===== config.mk =====
export PLATFORM = sky130hd
export DESIGN_NAME = prm_edge_mask_accum
export DESIGN_NICKNAME = d
export VERILOG_FILES = /design/src/rtl/prm_edge_mask_accum.sv
export SDC_FILE = /design/constraint.sdc
export NUM_CORES = 1
export LEC_CHECK = 0
export CAP_MARGIN = 20
export CELL_PAD_IN_SITES_DETAIL_PLACEMENT = 1
export CELL_PAD_IN_SITES_GLOBAL_PLACEMENT = 1
export CORE_AREA = 2 2 271 206
export DETAILED_ROUTE_END_ITERATION = 7
export DIE_AREA = 0 0 273 208
export PLACE_DENSITY = 0.86
export SLEW_MARGIN = 25
export SYNTH_ARGS = -nofsm -noshare
export SYNTH_HDL_FRONTEND = slang
export SYNTH_SLANG_ARGS = --single-unit

===== constraint.sdc =====
create_clock -name clk -period 2.8 [get_ports clk]
set_clock_uncertainty 0.1 [all_clocks]
set_input_delay 0.28 -clock clk [delete_from_list [all_inputs] [get_ports clk]]
set_output_delay 0.28 -clock clk [all_outputs]
set_load 0.05 [all_outputs]

===== src/rtl/prm_edge_mask_accum.sv =====
// rtl/prm_edge_mask_accum.sv - collects checker edge masks per frame and drains the bitmap as words
// Optional blocked-edge count output enabled by defining PRM_EDGE_CNT_EN.
module prm_edge_mask_accum #(
  parameter int NUM_EDGES = 512,
  parameter int CODE_W    = 15,
  parameter int OUT_W     = 32
) (
  input  logic                 clk,
  input  logic                 rst,
  input  logic                 obs_valid,
  output logic                 obs_ready,
  input  logic [CODE_W-1:0]    obs_code,
  input  logic                 obs_last,
  output logic [CODE_W-1:0]    chk_code,
  input  logic [NUM_EDGES-1:0] chk_mask,
  output logic                 out_valid,
  input  logic                 out_ready,
  output logic [OUT_W-1:0]     out_data,
  output logic                 out_last,
  output logic                 busy
`ifdef PRM_EDGE_CNT_EN
  ,
  output logic [$clog2(NUM_EDGES+1)-1:0] blk_count
`endif
);

  localparam int NUM_WORDS = NUM_EDGES / OUT_W;
  localparam int IDX_W     = (NUM_WORDS > 1) ? $clog2(NUM_WORDS) : 1;

  typedef enum logic [1:0] {COLLECT, FLUSH, DRAIN} state_t;

  state_t                          state_q, state_d;
  logic [NUM_WORDS-1:0][OUT_W-1:0] acc_q;
  logic [IDX_W-1:0]                word_idx_q;
  logic                            pend_q;
  logic                            accept;
  logic                            out_fire;
  logic                            last_word;

  always_ff @(posedge clk) begin
    if (rst) state_q <= COLLECT;
    else     state_q <= state_d;
  end

  always_comb begin
    state_d   = state_q;
    obs_ready = 1'b0;
    out_valid = 1'b0;
    case (state_q)
      COLLECT: begin
        obs_ready = 1'b1;
        if (obs_valid && obs_last) state_d = FLUSH;
      end
      FLUSH: state_d = DRAIN;
      DRAIN: begin
        out_valid = 1'b1;
        if (out_ready && last_word) state_d = COLLECT;
      end
      default: state_d = COLLECT;
    endcase
  end

  assign accept    = obs_valid & obs_ready;
  assign out_fire  = out_valid & out_ready;
  assign last_word = (word_idx_q == IDX_W'(NUM_WORDS - 1));
  assign out_data  = acc_q[word_idx_q];
  assign out_last  = out_valid & last_word;
  assign busy      = (state_q != COLLECT) | pend_q;

  // The mask returned for the code loaded last cycle is folded in while the next code loads.
  always_ff @(posedge clk) begin
    if (rst) begin
      acc_q      <= '0;
      chk_code   <= '0;
      pend_q     <= 1'b0;
      word_idx_q <= '0;
    end else begin
      pend_q <= accept;
      if (accept) chk_code <= obs_code;
      if (pend_q) acc_q <= acc_q | chk_mask;
      if (state_q == FLUSH) word_idx_q <= '0;
      if (out_fire) begin
        if (last_word) begin
          acc_q      <= '0;
          word_idx_q <= '0;
        end else begin
          word_idx_q <= word_idx_q + IDX_W'(1);
        end
      end
    end
  end

`ifdef PRM_EDGE_CNT_EN
  localparam int CNT_W = $clog2(NUM_EDGES + 1);
  logic [CNT_W-1:0] cnt_q;

  always_ff @(posedge clk) begin
    if (rst)                    cnt_q <= '0;
    else if (state_q == FLUSH)  cnt_q <= '0;
    else if (out_fire)          cnt_q <= cnt_q + CNT_W'($countones(out_data));
  end

  assign blk_count = cnt_q;
`endif

endmodule


=== Word level (Yosys, flattened, before mapping) ===
Index checks and enable logic that the tools add are counted.

* Flip-flop bits (word level): 534
* Bits in latches: 0
* Memory bits (writable): 0
* Memory bits (read-only): 0
* Output and inout port bits: 51
* Word-level logic and storage cells: 51
* Memories kept: 0

* $add $sub $neg: 1
* Multipliers: 0
* Divide/modulo/power cells: 0
* Magnitude comparators: 1
* Equal/unequal tests: 5
* Shift operators: 0
* Mux-type cells: 13
* Bitwise logic cells: 5
* Reductions and logical operators: 6

{| class="wikitable"
|+ Operators with widths
! operator !! count
|-
| $mux 512 || 3
|-
| $or 512x512->512 || 1
|-
| $bmux 32 s4 || 1
|-
| $mux 32 || 1
|-
| $mux 4 || 3
|-
| $pmux 2 s3 || 1
|-
| $lt 4x5->1 const B || 1
|-
| $add 4x1->4 const B || 1
|-
| $eq 4x4->1 const B || 1
|-
| $mux 2 || 2
|-
| $ne 2x2->1 const B || 2
|-
| $reduce_bool 2->1 || 2
|-
| $and 1x1->1 || 3
|-
| $eq 2x1->1 const B || 1
|-
| $eq 2x2->1 const B || 1
|-
| $logic_and 1x1->1 || 2
|-
| $logic_not 2->1 || 1
|-
| $mux 1 || 2
|-
| $reduce_and 2->1 || 1
|-
| $or 1x1->1 || 1
|}

=== Logic depth before layout (Yosys ltp) ===
* Depth after elaboration: 4
* Mapped depth: 8

=== Worst setup path before layout ===
Ideal clock, no wire load.

* Path type: reg-to-reg
* From: reg word_idx_q[0]
* To: reg acc_q[160] (netlist name)
* Data arrival time: 1.994 ns
* Data required time: 2.586 ns
* Path slack: 0.593 ns
* Stages on the path, launching flop included: 9
* Buffers on the path: 3
* Cell sequence: dfxtp_1 -> ha_1 -> nand3_2 -> nor3b_2 -> a21o_1 -> buf_4 -> buf_4 -> buf_4 -> nor2_1

* Cells in the longest elaborated chain, start to end: 3

{| class="wikitable"
|+ RTL lines
! element !! RTL line !! text
|-
| from (decl) || 34 || <nowiki>logic [IDX_W-1:0] word_idx_q;</nowiki>
|-
| from (signal assigned) || 87 || <nowiki>word_idx_q <= word_idx_q + IDX_W'(1);</nowiki>
|-
| $eq 4x4->1 || 65 || <nowiki>assign last_word = (word_idx_q == IDX_W'(NUM_WORDS - 1));</nowiki>
|-
| $mux 512 || 83 || <nowiki>if (last_word) begin</nowiki>
|-
| $mux 512 || 82 || <nowiki>if (out_fire) begin</nowiki>
|-
| to (signal assigned) || 80 || <nowiki>if (pend_q) acc_q <= acc_q | chk_mask;</nowiki>
|-
| to (decl) || 33 || <nowiki>logic [NUM_WORDS-1:0][OUT_W-1:0] acc_q;</nowiki>
|}

No other way between the ends.
A chain may end at the register's enable or synchronous reset.

=== Final worst setup path ===
* From: reg word_idx_q[0]
* To: out out_data[17]

* Cells in the longest elaborated chain, start to end: 2

{| class="wikitable"
|+ RTL lines
! element !! RTL line !! text
|-
| $bmux 32 s4 || 66 || <nowiki>assign out_data = acc_q[word_idx_q];</nowiki>
|-
| $mux 32 (implied by the code) || 66 ||
|-
| to (decl) || 18 || <nowiki>output logic [OUT_W-1:0] out_data,</nowiki>
|}

No other way between the ends. The select of a mux whose other input is x is not followed.

==> results.yml <==
pwr:
  internal_power_w: 0.0137
  switchingPower_w: 0.00470
  pwr-share-seq: 0.452
  p_sw_frac: 0.256
  ir_drop_mv: 0.491
  pwr-share-comb: 0.142
  clkPwrFrac: 0.406
  leakagePower_nw: 11.4
  power_density_nw_per_um2: 595
drt:
  routed_via_density: 5.59
  wl_per_cell_um: 26.7
  first_pass_iters: 5
  drc: 0
  drt_iter0_markers: 1564
  vias: 19800
  wirelength_um: 94500
  antenna_left: 0
sta:
  rsz0062_at_grt: "yes"
  hold_violations: 0
  fmax_mhz: 336
  finalSetupViolCount: 32
  period_share: 1.06
  worst_pin_slew_ps: 752
  fin_setup_tns_ps: -2980
  slew_viol_final: 0
  slew_headroom: 0.498
  fin_ws_ps: -173
  finalCriticalPeriod_ps: 2970
critical_path:
  critPathMaxFanout: 12
  crit_required_ps: 2420
  crit_path_end_kind: "output pin"
  startpoint_type: "flop"
  arrival_ps: 2590
  critical_path_buf_inv_count: 5
  cp_slowest_cell: "dfxtp_4"
  crit_family: "buffers and inverters"
  slowest_delay_ps: 420
  cp_cell_sequence: "buf_8, buf_12, buf_4, mux2i_2, a221oi_2, buf_4, a22oi_2, nand2_1, buf_12"
  worstSetupPathType: "reg -> out"
die:
  initial_core_util: 0.378
  dieArea_um2: 56800
  die_h_um: 208
  die_x_um: 273
  rows: 74
  ioPinCount: 583
  coreArea_um2: 54100
clock_network:
  clkSlewWorstSetupHoldPaths_ps: 70
  cts.path.max_buffers: 3
  cts_tree: "yes"
  cts.sinks: 534
  htree_levels: 2
  cts_buffers: 53
  cts_hold_buf: 0
  worstSkewPairLatency_ps: 600
  root_buffer: "clkbuf_16"
synthesis:
  synthCells: 2174
  synth_top_area_frac: 0.523
  synth_nets: 2707
  avgSynthCellArea_um2: 9.40
  ys_seq_elements: 534
  ys_types: 34
  synth_warnings: 0
  ys_seq_area_frac: 0.523
  ys_top_cells_by_area: "dfxtp_1, a21oi_1, nor2_1"
  synth.largest_area_cell: "dfxtp_1"
  synthesis.area_um2: 20400
final_layout:
  syn2layout_area_growth_pct: 51.2
  fillers: 5796
  layout_common_cells: "clkdlybuf4s50_1, a21oi_1, dfxtp_1"
  fin_nets: 3294
  drive_gt1_frac: 0.162
  final_common_cell: "clkdlybuf4s50_1"
status:
  violations: "setup timing"
  status: "complete, but fails checks"
global_route:
  grt_pass1_wl_um: 134000
  grt_max_degree: 243
  grt_usage: 0.314
  grt_pass1_vias: 21200
  antenna_found_initial: 19
  gr-total-overflow: 0
placed_design:
  portBuffers: 582
  dpl_worst_slack_ps: 119
  dp_hpwl_um: 64500
  routabilityCongestion: 0.859
worst_hold_path:
  hold_class: "in -> reg"
job:
  drv_cap: 0
## logic make-up after synthesis
family / count (synthesis) / share of synthesized area
AOI/OAI and AO/OA: 667 / 0.180
adders and majority gates: 1 / 0.000612
buffers and inverters: 179 / 0.0500
DFF: 534 / 0.523
muxes: 192 / 0.133
and+or+nand+nor: 601 / 0.114
## worst paths after layout
check / from / endpoint / slack (ps) / cells past startpoint
worst min register to register: chk_code[10] / chk_code[10] / 370 / 2
worst min-delay path: obs_code[10] / chk_code[10] / 140 / 3
worst max-delay path: word_idx_q[0] / out_data[17] / -170 / 9
worst max register to register: word_idx_q[0] / acc_q[430] / 100 / 10
## sequential cells by signal (all words and copies together) (netlist names)
signal,cells
acc_q,512
chk_code,15
pend_q,1
state_q,2
word_idx_q,4
## metal layers
metal / GRT usage / vias to the layer above / share of wire
li1: - / 8838 / -
met1: 0.371 / 9879 / 0.39
met2: 0.535 / 804 / 0.49
met3: 0.0855 / 247 / 0.073
met4: 0.134 / 14 / 0.047
met5: 0 / - / 0.00099
## metrics by stage
| step | power, W | hold slack, ps | std cells | utilization | area [µm²] |
|---|---|---|---|---|---|
| 5_1_grt | 0.0189 | 124 | 3532 | 0.571 | 30900 |
| 4_1_cts | 0.0183 | 105 | 3508 | 0.559 | 30200 |
| 6_report | 0.0184 | 139 | 3536 | 0.571 | 30900 |
| 3_3_place_gp | 0.0107 | 342 | 3382 | 0.506 | 27400 |
| 2_1_floorplan | 0.00944 | 260 | 2174 | - | 20400 |
| 3_5_place_dp | 0.0108 | 355 | 3382 | 0.506 | 27400 |
## synthesized netlist by cell type, drive strengths merged
| cell type | n |
|---|---|
| nand2b | 4 |
| nand2 | 63 |
| or3 | 1 |
| nand4b | 1 |
| dfxtp | 534 |
| buf | 98 |
| nor3b | 2 |
| a221oi | 64 |
| ha | 1 |
| a21oi | 531 |
| o21bai | 1 |
| mux2i | 128 |
| inv | 2 |
| nand3b | 1 |
| nand4 | 1 |
| o211ai | 1 |
| nand3 | 3 |
| mux4 | 64 |
| a22oi | 32 |
| and2 | 3 |
| nor2 | 517 |
| nor2b | 5 |
| a31oi | 3 |
| a21o | 1 |
| clkbuf | 79 |
| o21ai | 34 |
## final cells by class
type	instances	area [µm²]	area share
Multi-Input combinational cell	1461	9600	0.311
Sequential cell	534	10700	0.346
Clock buffer	80	1600	0.0518
Antenna cell	13	32.5	0.00105
Tap cell	722	903	0.0292
Timing Repair Buffer	709	7860	0.255
Clock inverter	15	185	0.00599
Inverter	2	7.51	0.000243
## worst reg2reg max path, delay by kind of cell, from the launching register on
kind,cells,cell delay [ps]
compound gates,1,240
fa+ha+maj,1,160
buf+inv,5,960
flops,1,420
simple gates,3,670
## power by group through the flow
stage	clock network (W)	registers, W	logic [W]
after CTS	0.00751	0.00827	0.00251
after detailed placement	0	0.00843	0.00237
after floorplan	0	0.00837	0.00107
after global routing	0.00785	0.00833	0.00276
after global placement	0	0.00840	0.00228
final	0.00747	0.00830	0.00261
## timing repair
item / 4_1_cts / 5_1_grt
endpoints found under the hold margin: 0 / 0
endpoints found under the setup margin: 33 / 66
pin swaps: 56 / 44
cloned: 9 / 2
setup buffers: 22 / 15
gates resized for setup: 129 / 106
Power figures use the tool's default switching activity.
